==> src/rtl/l2_req_arbiter_pkg.sv <==
// rtl/l2_req_arbiter_pkg.sv - shared types and constants for the L2 request arbiter
package l2_req_arbiter_pkg;

    localparam int L2_ADDR_W = 28;
    localparam int L2_DATA_W = 128;

    typedef enum logic [1:0] {
        ST_IDLE  = 2'd0,
        ST_BUSY  = 2'd1,
        ST_DRAIN = 2'd2
    } arb_state_e;

    localparam logic PORT_I = 1'b0;
    localparam logic PORT_D = 1'b1;

endpackage

==> src/rtl/l2_req_arbiter_if.sv <==
// rtl/l2_req_arbiter_if.sv - L1 I/D miss ports and L2 request port bundle
interface l2_req_arbiter_if #(
    parameter int ADDR_W = 28,
    parameter int DATA_W = 128
);
    logic              i_read;
    logic              i_write;
    logic [ADDR_W-1:0] i_addr;
    logic [DATA_W-1:0] i_wdata;
    logic              i_ready;
    logic [DATA_W-1:0] i_rdata;

    logic              d_read;
    logic              d_write;
    logic [ADDR_W-1:0] d_addr;
    logic [DATA_W-1:0] d_wdata;
    logic              d_ready;
    logic [DATA_W-1:0] d_rdata;

    logic              l2_read;
    logic              l2_write;
    logic [ADDR_W-1:0] l2_addr;
    logic [DATA_W-1:0] l2_wdata;
    logic              l2_ready;
    logic [DATA_W-1:0] l2_rdata;

    // Arbiter side: serves the L1 requesters, drives the L2 request.
    modport slave (
        input  i_read, i_write, i_addr, i_wdata,
        output i_ready, i_rdata,
        input  d_read, d_write, d_addr, d_wdata,
        output d_ready, d_rdata,
        output l2_read, l2_write, l2_addr, l2_wdata,
        input  l2_ready, l2_rdata
    );

    // Environment side: L1 requesters plus the L2 cache.
    modport master (
        output i_read, i_write, i_addr, i_wdata,
        input  i_ready, i_rdata,
        output d_read, d_write, d_addr, d_wdata,
        input  d_ready, d_rdata,
        input  l2_read, l2_write, l2_addr, l2_wdata,
        output l2_ready, l2_rdata
    );

endinterface

==> src/rtl/l2_req_arbiter_rr_pick2.sv <==
// rtl/l2_req_arbiter_rr_pick2.sv - combinational 2-way round-robin picker
module rr_pick2 (
    input  logic [1:0] req_i,
    input  logic       last_i,
    output logic       grant_o,
    output logic       any_o
);

    // On a tie the port that did not win last goes next; otherwise the lone requester.
    always_comb begin
        any_o   = |req_i;
        grant_o = (req_i == 2'b11) ? ~last_i : req_i[1];
    end

endmodule

==> src/rtl/l2_req_arbiter.sv <==
// rtl/l2_req_arbiter.sv - round-robin sharing of the L2 request port between L1 I and D
module l2_req_arbiter
    import l2_req_arbiter_pkg::*;
#(
    parameter int ADDR_W  = L2_ADDR_W,
    parameter int DATA_W  = L2_DATA_W,
    parameter int CNT_W   = 16,
    parameter int TIMEOUT = 1023
) (
    input  logic             clk,
    input  logic             rst_n,
    l2_req_arbiter_if.slave  bus,
    output logic [CNT_W-1:0] grant_cnt_i,
    output logic [CNT_W-1:0] grant_cnt_d,
    output logic             timeout_err
);

    localparam int WD_W = $clog2(TIMEOUT + 1);

    arb_state_e        state_q, state_d;
    logic              last_grant_q, last_grant_d;
    logic              grant_id_q, grant_id_d;
    logic              op_wr_q, op_wr_d;
    logic [ADDR_W-1:0] addr_q, addr_d;
    logic [DATA_W-1:0] wdata_q, wdata_d;
    logic [CNT_W-1:0]  cnt_i_q, cnt_i_d;
    logic [CNT_W-1:0]  cnt_d_q, cnt_d_d;
    logic [WD_W-1:0]   wdog_q, wdog_d;
    logic              timeout_q, timeout_d;

    logic [1:0]        req;
    logic              pick_id;
    logic              pick_any;

    assign req = {bus.d_read | bus.d_write, bus.i_read | bus.i_write};

    rr_pick2 u_pick (
        .req_i   (req),
        .last_i  (last_grant_q),
        .grant_o (pick_id),
        .any_o   (pick_any)
    );

    // Read data is a straight pass-through; only meaningful alongside ready.
    assign bus.i_rdata = bus.l2_rdata;
    assign bus.d_rdata = bus.l2_rdata;
    assign bus.l2_addr  = addr_q;
    assign bus.l2_wdata = wdata_q;
    assign grant_cnt_i  = cnt_i_q;
    assign grant_cnt_d  = cnt_d_q;
    assign timeout_err  = timeout_q;

    // Next-state, latching of the winner, completion handling and watchdog.
    always_comb begin
        state_d      = state_q;
        last_grant_d = last_grant_q;
        grant_id_d   = grant_id_q;
        op_wr_d      = op_wr_q;
        addr_d       = addr_q;
        wdata_d      = wdata_q;
        cnt_i_d      = cnt_i_q;
        cnt_d_d      = cnt_d_q;
        wdog_d       = wdog_q;
        timeout_d    = timeout_q;
        bus.i_ready  = 1'b0;
        bus.d_ready  = 1'b0;
        bus.l2_read  = 1'b0;
        bus.l2_write = 1'b0;

        case (state_q)
            ST_IDLE: begin
                if (pick_any) begin
                    grant_id_d = pick_id;
                    // read&write together is treated as a write
                    if (pick_id == PORT_D) begin
                        op_wr_d = bus.d_write;
                        addr_d  = bus.d_addr;
                        wdata_d = bus.d_wdata;
                    end else begin
                        op_wr_d = bus.i_write;
                        addr_d  = bus.i_addr;
                        wdata_d = bus.i_wdata;
                    end
                    state_d = ST_BUSY;
                end
            end
            ST_BUSY: begin
                bus.l2_read  = ~op_wr_q;
                bus.l2_write = op_wr_q;
                // The watchdog only flags; the transaction keeps waiting for L2.
                if (wdog_q >= WD_W'(TIMEOUT - 1)) begin
                    timeout_d = 1'b1;
                end
                if (wdog_q != WD_W'(TIMEOUT)) begin
                    wdog_d = wdog_q + WD_W'(1);
                end
                if (bus.l2_ready) begin
                    if (grant_id_q == PORT_D) begin
                        bus.d_ready = 1'b1;
                        if (cnt_d_q != '1) cnt_d_d = cnt_d_q + CNT_W'(1);
                    end else begin
                        bus.i_ready = 1'b1;
                        if (cnt_i_q != '1) cnt_i_d = cnt_i_q + CNT_W'(1);
                    end
                    last_grant_d = grant_id_q;
                    wdog_d       = '0;
                    state_d      = ST_DRAIN;
                end
            end
            ST_DRAIN: begin
                // One dead cycle so L2 re-arms its single-cycle ready logic.
                state_d = ST_IDLE;
            end
            default: begin
                state_d = ST_IDLE;
            end
        endcase
    end

    // State and datapath registers; reset abandons any in-flight transaction.
    always_ff @(posedge clk or negedge rst_n) begin
        if (!rst_n) begin
            state_q      <= ST_IDLE;
            last_grant_q <= PORT_D;
            grant_id_q   <= PORT_I;
            op_wr_q      <= 1'b0;
            addr_q       <= '0;
            wdata_q      <= '0;
            cnt_i_q      <= '0;
            cnt_d_q      <= '0;
            wdog_q       <= '0;
            timeout_q    <= 1'b0;
        end else begin
            state_q      <= state_d;
            last_grant_q <= last_grant_d;
            grant_id_q   <= grant_id_d;
            op_wr_q      <= op_wr_d;
            addr_q       <= addr_d;
            wdata_q      <= wdata_d;
            cnt_i_q      <= cnt_i_d;
            cnt_d_q      <= cnt_d_d;
            wdog_q       <= wdog_d;
            timeout_q    <= timeout_d;
        end
    end

endmodule

==> src/flat_wrapper.sv <==
// flat-port wrapper written by rule: the top's interface ports become plain ports
module l2_req_arbiter_flat import l2_req_arbiter_pkg::*;
#(
    parameter int ADDR_W  = L2_ADDR_W,
    parameter int DATA_W  = L2_DATA_W,
    parameter int CNT_W   = 16,
    parameter int TIMEOUT = 1023
)
  (clk, rst_n, grant_cnt_i, grant_cnt_d, timeout_err, bus_i_read, bus_i_write, bus_i_addr, bus_i_wdata, bus_i_ready, bus_i_rdata, bus_d_read, bus_d_write, bus_d_addr, bus_d_wdata, bus_d_ready, bus_d_rdata, bus_l2_read, bus_l2_write, bus_l2_addr, bus_l2_wdata, bus_l2_ready, bus_l2_rdata);
  l2_req_arbiter_if #(.ADDR_W(ADDR_W), .DATA_W(DATA_W)) bus_i ();
  input  logic clk;
  input  logic rst_n;
  output logic [CNT_W-1:0] grant_cnt_i;
  output logic [CNT_W-1:0] grant_cnt_d;
  output logic timeout_err;
  input wire logic [$bits(bus_i.i_read)-1:0] bus_i_read;
  input wire logic [$bits(bus_i.i_write)-1:0] bus_i_write;
  input wire logic [$bits(bus_i.i_addr)-1:0] bus_i_addr;
  input wire logic [$bits(bus_i.i_wdata)-1:0] bus_i_wdata;
  output wire logic [$bits(bus_i.i_ready)-1:0] bus_i_ready;
  output wire logic [$bits(bus_i.i_rdata)-1:0] bus_i_rdata;
  input wire logic [$bits(bus_i.d_read)-1:0] bus_d_read;
  input wire logic [$bits(bus_i.d_write)-1:0] bus_d_write;
  input wire logic [$bits(bus_i.d_addr)-1:0] bus_d_addr;
  input wire logic [$bits(bus_i.d_wdata)-1:0] bus_d_wdata;
  output wire logic [$bits(bus_i.d_ready)-1:0] bus_d_ready;
  output wire logic [$bits(bus_i.d_rdata)-1:0] bus_d_rdata;
  output wire logic [$bits(bus_i.l2_read)-1:0] bus_l2_read;
  output wire logic [$bits(bus_i.l2_write)-1:0] bus_l2_write;
  output wire logic [$bits(bus_i.l2_addr)-1:0] bus_l2_addr;
  output wire logic [$bits(bus_i.l2_wdata)-1:0] bus_l2_wdata;
  input wire logic [$bits(bus_i.l2_ready)-1:0] bus_l2_ready;
  input wire logic [$bits(bus_i.l2_rdata)-1:0] bus_l2_rdata;
  assign bus_i.i_read = bus_i_read;
  assign bus_i.i_write = bus_i_write;
  assign bus_i.i_addr = bus_i_addr;
  assign bus_i.i_wdata = bus_i_wdata;
  assign bus_i_ready = bus_i.i_ready;
  assign bus_i_rdata = bus_i.i_rdata;
  assign bus_i.d_read = bus_d_read;
  assign bus_i.d_write = bus_d_write;
  assign bus_i.d_addr = bus_d_addr;
  assign bus_i.d_wdata = bus_d_wdata;
  assign bus_d_ready = bus_i.d_ready;
  assign bus_d_rdata = bus_i.d_rdata;
  assign bus_l2_read = bus_i.l2_read;
  assign bus_l2_write = bus_i.l2_write;
  assign bus_l2_addr = bus_i.l2_addr;
  assign bus_l2_wdata = bus_i.l2_wdata;
  assign bus_i.l2_ready = bus_l2_ready;
  assign bus_i.l2_rdata = bus_l2_rdata;
  l2_req_arbiter #(.ADDR_W(ADDR_W), .DATA_W(DATA_W), .CNT_W(CNT_W), .TIMEOUT(TIMEOUT)) u_core (.clk(clk), .rst_n(rst_n), .bus(bus_i), .grant_cnt_i(grant_cnt_i), .grant_cnt_d(grant_cnt_d), .timeout_err(timeout_err));
endmodule
==> config.mk <==
export PLATFORM = sky130hd
export DESIGN_NAME = l2_req_arbiter_flat
export DESIGN_NICKNAME = d
export VERILOG_FILES = /design/src/rtl/l2_req_arbiter_pkg.sv /design/src/rtl/l2_req_arbiter_if.sv /design/src/rtl/l2_req_arbiter_rr_pick2.sv /design/src/rtl/l2_req_arbiter.sv /design/src/flat_wrapper.sv
export SDC_FILE = /design/constraint.sdc
export NUM_CORES = 1
export LEC_CHECK = 0
export ABC_CLOCK_PERIOD_IN_PS = 2100
export BUFFER_PORTS_ARGS = -buffer_cell sky130_fd_sc_hd__buf_2
export CORE_AREA = 2 2 345 347
export CTS_CLUSTER_DIAMETER = 80
export CTS_CLUSTER_SIZE = 40
export DETAILED_ROUTE_END_ITERATION = 10
export DIE_AREA = 0 0 347 349
export HOLD_SLACK_MARGIN = 0.12
export MAX_ROUTING_LAYER = met4
export PLACE_DENSITY_LB_ADDON = 0.08
export SLEW_MARGIN = 20
export SYNTH_ARGS = -nofsm -noshare
export SYNTH_HDL_FRONTEND = slang
export SYNTH_SLANG_ARGS = --single-unit
==> constraint.sdc <==
create_clock -name clk -period 2.1 [get_ports clk]
set_input_delay 0.105 -clock clk [delete_from_list [all_inputs] [get_ports clk]]
set_output_delay 0.105 -clock clk [all_outputs]
set_load 0.01 [all_outputs]
==> impl_metrics.yaml, run 1 <==
layout:
  regArea_um2: 5106
  final_nets: 2243
  syn_to_final_growth_pct: 61.10
  antennaDiodeCount: 0
  fillers: 13260
  multiInputGateArea_um2: 4243
  fin_area_um2: 18660
  drive_gt1_share_pct: 35.48
critical_path:
  critPathMaxFanout: 32
  crit_chain: "inv_1 -> o22a_4 -> buf_12 -> mux2i_1 -> dlygate4sd3_1 -> o21ai_1"
  critical-path-top-delay-family: "buffers and inverters"
  cp-start-kind: "flop"
  cp-end-kind: "flop"
  cp_slowest_cell: "dlygate4sd3_1"
  worstPathArrival_ns: 2.52
  critPathMaxStageDelay_ns: 0.57
  path_class: "reg2reg"
  crit_buf_inv: 3
  cp.required_ns: 2.58
clock_tree:
  cts_root_buffer: "clkbuf_16"
  cts_buffer_depth: 3
  cts_tree: "yes"
  cts_sinks: 204
  cts-htree-levels: 1
  clkTransAtPathRegs_ns: 0.07
  clk-insertion-delay-late_ns: 0.61
  post-cts-setup-buffer-count: 0
  cts_inserted_buffers: 29
yosys:
  ys_types: 53
  synth_edf_count: 0
  yosysTopAreaCell: "dfrtp_1"
  synth.avg_cell_area_um2: 9.757
  syn-instance-count: 1187
  synth_seq_cells: 204
  yosys_most_used_dff: "dfrtp_1"
  async_flop_share_pct: 100.0
  yosys-top-cells-area: "dfrtp_1 44%, buf_4 17%, mux2i_1 14%"
  syn_nets: 1638
  synth_top_area_share_pct: 43.86
  ys_seq_area_share_pct: 44.09
  yosys_warnings: 0
  syn-cell-area_um2: 11580
timing:
  slew_violations: 0
  fin_crit_sh_pct: 97.27
  tightest_slew_ns: 0.5033
  slew_headroom_pct: 65.58
  final-setup-viol-count: 0
  whs_ns: 0.1765
  fin_crit_ns: 2.043
  timing.final.hold_violations: 0
  fin_tns_setup_ns: 0
  finClkSkew_ns: 0.01691
  rsz0062_at_grt: "no"
  fmax_mhz: 489.6
die:
  io-pin-count: 896
  fp.dieW_um: 347
  start_util_pct: 9.860
  dieArea_um2: 121100
  core_area_um2: 117500
  fp.dieH_um: 349
  rows: 126
grt:
  grt_max_degree: 49
  overflow: 0
  antenna_found_initial: 1
  grt_pass1_wl_um: 71780
  first_global_vias: 10940
  globalRouteTotalUtil_pct: 8.053
power:
  p_leak_nw: 8.917
  pwr_density_cell_nw_per_um2: 1134
  ir_worst_vdd_mv: 0.6199
  power_w: 0.02116
detailed_routing:
  drt_wl_total_um: 49750
  vias_per_cell: 3.048
  initialDrtViolationCount: 296
  routedWlPerCell_um: 14.85
  first_pass_iters: 4
  num_vias: 10220
  antenna_left: 0
  drc_errors: 0
run:
  cap_violations: 0
placement:
  gp_congestion: 0.7179
  dpl.hpwl_um: 38380
  port_buffers: 511
  place_area_um2: 14410
worst_hold_path:
  hold_class: "in2async"
run_status:
  status: "completed"
[kinds of logic (layout without fill, tap and decap cells)]
group	Yosys count	in the layout	synth area share [%]
buffers and inverters	326	954	19.54
AND/OR/NAND/NOR	258	258	9.864
flip-flops	204	204	44.09
AO/OA/AOI/OAI	203	203	9.680
multiplexers	167	167	14.50
XOR/XNOR	25	25	1.891
adder cells (fa/ha/maj)	4	4	0.4322
[area by class of cell]
cell class              instances  share of cell area, %
inverters                      10                 0.2012
clock buffers                  31                  3.984
flip-flops and latches        204                  27.37
clock inverters                23                  1.388
repair buffers                890                  34.02
well taps                    1536                  10.30
multi-input cells             657                  22.74
[through the flow]
step	utilization, %	setup WS, ns	cells
after floorplan	-	0.2896	1187
after global placement	12.27	0.2317	2976
after detailed placement	12.27	0.2700	2976
after CTS	15.88	0.05303	3351
after global routing	15.88	0.003886	3351
final	15.88	0.05740	3351
[power by group]
group          total (W)  internal, W  switching (W)
Combinational    0.00919      0.00397        0.00522
Clock            0.00529      0.00292        0.00237
Sequential       0.00668      0.00565        0.00103
[synthesized netlist by cell type, types with 5 or more instances]
cell type  number
buf_2          27
o21ai_1       164
and3_1          6
a21oi_1         6
a211oi_1        8
inv_1           8
nor2_1         13
xnor2_1        12
nand2_1       188
dfrtp_1       203
buf_4         265
nand4_1         8
mux2_1          6
nor3_1          5
mux2i_1       161
xor2_1         13
clkbuf_1       22
nand3_1        16
[worst paths after layout]
path	from	to	slack, ns	depth (start not counted)
min reg2reg	u_core.bus.l2_wdata[83]	u_core.bus.l2_wdata[83]	0.47	2
max reg2reg	u_core.last_grant_q	u_core.bus.l2_wdata[2]	0.06	6
min	rst_n	u_core.bus.l2_wdata[117]	0.18	3
max	u_core.last_grant_q	u_core.bus.l2_wdata[2]	0.06	6
min in group clk	bus_i_read	u_core.grant_id_q	0.19	6
max in group asynchronous	rst_n	u_core.wdog_q[0]	1.50	3
[sequential cells by signal (all words and copies together) (netlist names)]
signal	cells
u_core.bus.l2_wdata	128
u_core.bus.l2_addr	28
u_core.grant_cnt_d	16
u_core.grant_cnt_i	16
u_core.wdog_q	10
u_core.state_q	2
u_core.grant_id_q	1
u_core.last_grant_q	1
u_core.op_wr_q	1
u_core.timeout_err	1
[cell usage in the layout, fill, tap and decap left out, types with 9 or more instances in the layout]
cell,count
buf_2,510
buf_4,49
buf_12,9
clkbuf_16,29
o21ai_1,163
xor2_1,13
mux2i_1,159
nor2_1,13
xnor2_1,12
dlygate4sd3_1,320
dfrtp_1,203
nand3_1,16
nand2_1,188
[routing by layer]
metal	vias up	GRT usage, %	part of all wire (%)
li1	4986	-	-
met1	4682	8.695	38
met2	438	13.19	48
met3	109	3.332	9.9
met4	0	3.017	3.5
met5	-	-	0
[what timing repair did]
action                                  in CTS  in global routing
hold buffers                               321                  2
resized for setup                            1                  3
hold endpoints to repair                   376                  2
endpoints found under the setup margin       1                  2
[worst min-delay path, stage by stage]
cell and delay (ns):
dlygate4sd3_1 0.56, buf_8 0.23, buf_4 0.22
Power figures use the tool's default switching activity.
==> inputs of run 2 (changes only) <==
==> constraint.sdc (replaced) <==
create_clock -name clk -period 2.1 [get_ports clk]
set_input_delay 0.21 -clock clk [delete_from_list [all_inputs] [get_ports clk]]
set_output_delay 0.21 -clock clk [all_outputs]
set_load 0.01 [all_outputs]
==> run 2 against run 1 <==
Net effect: register-to-register slack got worse by 0.03 ns; design area increased by 0.32%; clock skew decreased by 0.0037 ns; non-clock buffer count increased by 3; via count about the same; sequential cell count unchanged; critical path type unchanged; critical endpoint is now u_core.bus.l2_wdata[13]; largest cell class unchanged; highest routed layer unchanged.
==> impl_metrics.yaml, run 2 (synthesis results as in run 1) <==
detailed_routing:
  drc_errors: 0
  first_pass_iters: 4
  antenna_left: 0
  vias_per_cell: 3.044
  num_vias: 10210
  routedWlPerCell_um: 14.66
  initialDrtViolationCount: 297
  drt_wl_total_um: 49150
timing:
  slew_headroom_pct: 58.97
  final-setup-viol-count: 0
  finClkSkew_ns: 0.01323
  fmax_mhz: 483.4
  whs_ns: 0.1954
  timing.final.hold_violations: 0
  fin_crit_sh_pct: 98.50
  fin_tns_setup_ns: 0
  slew_violations: 0
  tightest_slew_ns: 0.6154
  rsz0062_at_grt: "no"
  fin_crit_ns: 2.069
die:
  rows: 126
  dieArea_um2: 121100
  start_util_pct: 9.860
  fp.dieW_um: 347
  io-pin-count: 896
  core_area_um2: 117500
  fp.dieH_um: 349
layout:
  final_common_cell: "buf_2"
  drive_gt1_share_pct: 35.72
  final_nets: 2246
  final_cell_mix: "510 x buf_2, 316 x dlygate4sd3_1, 203 x dfrtp_1, 188 x nand2_1, 163 x o21ai_1"
  antennaDiodeCount: 0
  syn_to_final_growth_pct: 61.60
  largest_reg_flops: 128
  utilization_pct: 15.93
critical_path:
  cp-endpoint: "u_core.bus.l2_wdata[13]"
  worstPathArrival_ns: 2.53
  cp-start-kind: "flop"
  cp_slowest_cell: "dlygate4sd3_1"
  crit_buf_inv: 3
  rrSetupSlack_ns: 0.03
  crit_chain: "inv_1 -> o22a_4 -> buf_12 -> mux2i_1 -> dlygate4sd3_1 -> o21ai_1"
  critPathMaxFanout: 35
  critical-path-top-delay-family: "buffers and inverters"
  worstRegToRegCells: 6
  cp-end-kind: "flop"
  reg2reg_to: "u_core.bus.l2_wdata[13]"
  path_depth: 6
  cp.required_ns: 2.56
  critPathMaxStageDelay_ns: 0.57
  rr_startpoint: "u_core.last_grant_q"
  critical_path.startpoint: "u_core.last_grant_q"
  path_class: "reg2reg"
grt:
  first_global_vias: 10820
  grt_max_degree: 60
  overflow: 0
  globalRouteTotalUtil_pct: 7.953
  grt_pass1_wl_um: 71010
  antenna_found_initial: 0
placement:
  port_buffers: 511
  gp_congestion: 0.7114
  dpl.hpwl_um: 38320
clock_tree:
  cts_buffer_depth: 3
  clkTransAtPathRegs_ns: 0.06
  cts-htree-levels: 1
  clk-insertion-delay-late_ns: 0.59
  cts_root_buffer: "clkbuf_16"
  cts_sinks: 204
  cts_inserted_buffers: 29
  cts_tree: "yes"
power:
  p_leak_nw: 8.961
  pwr_density_cell_nw_per_um2: 1141
  ir_worst_vdd_mv: 0.4781
run:
  cap_violations: 0
worst_hold_path:
  hold_class: "in2async"
run_status:
  status: "completed"
==> run 2: worst min-delay path by stage <==
stage	cells after the start	slack (ns)	endpoint	startpoint
finish	2	0.20	u_core.bus.l2_wdata[66]	rst_n
floorplan	0	-0.09	u_core.bus.l2_addr[0]	rst_n
global route	2	0.22	u_core.bus.l2_wdata[66]	rst_n
global placement	1	0.26	u_core.bus.l2_wdata[66]	rst_n
CTS	5	0.16	u_core.grant_id_q	bus_d_read
detailed placement	1	0.26	u_core.bus.l2_wdata[66]	rst_n
==> run 2: routing by layer <==
layer	up-vias	global-route usage, %	routed length [um]
li1	4996	-	-
met1	4690	8.436	18760
met2	416	13.15	23630
met3	103	3.486	5135
met4	0	2.795	1626
met5	-	-	0
==> run 2: cell type report <==
type | instances | area, um2
sequential | 204 | 5106
fill | 13230 | 98730
timing repair buffer | 893 | 6364
tap | 1536 | 1922
inverter | 10 | 37.54
multi-input combinational | 657 | 4235
clock buffer | 33 | 780.7
clock inverter | 20 | 270.3
==> run 2: report_power, final <==
part / internal [W] / leakage [nW] / switching, W
registers: 0.00565 / 2.54 / 0.00105
clock network: 0.00331 / 0.508 / 0.00220
logic: 0.00398 / 5.91 / 0.00516
==> run 2: stage by stage <==
stage	total power (W)	std cells	worst slack (ns)	area [um2]
3_5_place_dp	0.01580	2983	0.1627	14490
3_3_place_gp	0.01582	2983	0.2081	14490
6_report	0.02136	3353	0.03140	18720
4_1_cts	0.02220	3352	0.005939	18700
5_1_grt	0.02329	3353	0.004739	18720
2_1_floorplan	0.01176	1187	0.2896	11580
==> run 2: timing repair <==
| action | CTS | global route |
|---|---|---|
| hold buffers | 316 | 1 |
| buffers inserted | 0 | 1 |
| gates resized for setup | 1 | 1 |
| endpoints found under the hold margin | 356 | 1 |
| endpoints found under the setup margin | 1 | 3 |
==> inputs of run 3 (changes only) <==
--- a/config.mk
+++ b/config.mk
@@ -12,9 +12,9 @@
 export CTS_CLUSTER_SIZE = 40
 export DETAILED_ROUTE_END_ITERATION = 10
 export DIE_AREA = 0 0 347 349
+export GPL_TIMING_DRIVEN = 0
 export HOLD_SLACK_MARGIN = 0.12
 export MAX_ROUTING_LAYER = met4
-export PLACE_DENSITY_LB_ADDON = 0.08
 export SLEW_MARGIN = 20
 export SYNTH_ARGS = -nofsm -noshare
 export SYNTH_HDL_FRONTEND = slang
==> run 3 against run 2 <==
Net effect: setup slack improved by 0.020 ns; non-clock buffer count increased by 510; critical path depth is the same; critical endpoint is now u_core.bus.l2_wdata[122]; highest routed layer unchanged.
==> impl_metrics.yaml, run 3 (synthesis results as in run 1) <==
run_status:
  status: "completed"
layout:
  fillers: 12900
  syn_to_final_growth_pct: 87.60
  final_common_cell: "buf_2"
  largest_reg_flops: 128
  final_cell_mix: "781 x buf_2, 319 x dlygate4sd3_1, 271 x buf_4, 203 x dfrtp_1, 188 x nand2_1"
  utilization_pct: 18.50
  drive_gt1_share_pct: 49.96
  final_nets: 2749
power:
  p_leak_nw: 10.94
  ir_worst_vdd_mv: 0.5340
  pwr_density_cell_nw_per_um2: 1040
placement:
  gp_congestion: 0.8336
  dpl.hpwl_um: 54740
  port_buffers: 767
grt:
  antenna_found_initial: 5
  first_global_vias: 12710
  globalRouteTotalUtil_pct: 11.07
  grt_max_degree: 81
  grt_pass1_wl_um: 92920
  overflow: 0
clock_tree:
  clkTransAtPathRegs_ns: 0.08
  cts_buffer_depth: 3
  cts_tree: "yes"
  cts-htree-levels: 1
  cts_root_buffer: "clkbuf_16"
  cts_inserted_buffers: 22
  cts_sinks: 204
  clk-insertion-delay-late_ns: 0.60
die:
  rows: 126
  core_area_um2: 117500
  fp.dieW_um: 347
  start_util_pct: 9.860
  io-pin-count: 896
  fp.dieH_um: 349
  dieArea_um2: 121100
critical_path:
  rrSetupSlack_ns: 0.05
  path_class: "reg2reg"
  cp-start-kind: "flop"
  cp.required_ns: 2.51
  critPathMaxFanout: 10
  worstPathArrival_ns: 2.45
  cp-end-kind: "flop"
detailed_routing:
  vias_per_cell: 3.321
  num_vias: 12790
  initialDrtViolationCount: 664
  first_pass_iters: 5
  drt_wl_total_um: 69710
  drc_errors: 0
  antenna_left: 0
  routedWlPerCell_um: 18.10
timing:
  fin_crit_sh_pct: 97.57
  slew_headroom_pct: 49.61
  rsz0062_at_grt: "yes"
  tightest_slew_ns: 0.7559
  finClkSkew_ns: 0.05099
  fin_crit_ns: 2.049
  timing.final.hold_violations: 0
  whs_ns: 0.1574
  slew_violations: 0
  final-setup-viol-count: 0
  fmax_mhz: 488.1
worst_hold_path:
  hold_class: "in2async"
run:
  cap_violations: 0
run 3: cell types whose count changed in the layout (fill, tap and decap cells not counted), sizes merged, moves of 3 or more:
cell	delta
dlygate4sd3	+3
clkinvlp	-4
clkbuf	+14
buf	+483
inv	+3
run 3: worst max-delay path, cell delays in order (launching register included):
cell	delay [ns]
dfstp_2	0.55
inv_1	0.06
o22a_2	0.30
buf_12	0.20
buf_8	0.18
mux2i_4	0.45
o21ai_1	0.10
run 3: layout make-up:
| cell class | count | area, um2 | share of cell area [%] |
|---|---|---|---|
| Timing Repair Buffer | 1089 | 7104 | 32.70 |
| Sequential cell | 204 | 5106 | 23.50 |
| Multi-Input combinational cell | 657 | 4375 | 20.14 |
| Buffer | 314 | 2282 | 10.50 |
| Tap cell | 1536 | 1922 | 8.846 |
| Clock buffer | 23 | 554.3 | 2.551 |
| Clock inverter | 17 | 339.1 | 1.561 |
| Inverter | 10 | 37.54 | 0.1728 |
| Antenna cell | 2 | 5.005 | 0.02304 |
run 3: timing repair:
item	4_1_cts	5_1_grt
resized for setup	54	11
setup buffers	1	0
endpoints found under the hold margin	363	0
hold buffers	319	0
endpoints found under the setup margin	160	64
run 3: path summary, 6_finish.rpt:
| path | start | end | cells after the start |
|---|---|---|---|
| max reg2reg | u_core.last_grant_q | u_core.bus.l2_wdata[122] | 6 |
| max | u_core.last_grant_q | u_core.bus.l2_wdata[122] | 6 |
| min | rst_n | u_core.bus.l2_addr[4] | 2 |
| min in group clk | bus_i_wdata[21] | u_core.bus.l2_wdata[21] | 4 |
| min reg2reg | u_core.timeout_err | u_core.timeout_err | 2 |
| max in group asynchronous | rst_n | u_core.bus.l2_wdata[38] | 3 |
run 3: power breakdown:
group	total, W	switching [W]	internal (W)
Sequential	0.00666	0.00103	0.00564
Clock	0.00476	0.00223	0.00253
Combinational	0.0112	0.00693	0.00425
run 3: through the flow:
stage	std cells	area [um2]	TNS, ns	setup slack [ns]	total power, W
4_1_cts	3851	21710	-0.2062	-0.06574	0.02323
2_1_floorplan	1187	11580	0	0.2896	0.01176
6_report	3852	21730	0	0.05109	0.02260
3_5_place_dp	3492	17410	-120.59	-1.063	0.01760
3_3_place_gp	3490	17340	-748.96	-3.169	0.01740
5_1_grt	3852	21730	-0.02807	-0.02807	0.02433
run 3: routing by layer:
| layer | GRT usage, % | vias to the layer above | share of wire, % |
|---|---|---|---|
| met4 | 2.946 | 0 | 2.9 |
| met1 | 13.86 | 6100 | 43 |
| met2 | 16.81 | 613 | 44 |
| met3 | 3.917 | 85 | 9.3 |
| met5 | - | - | 0 |
| li1 | - | 5994 | - |
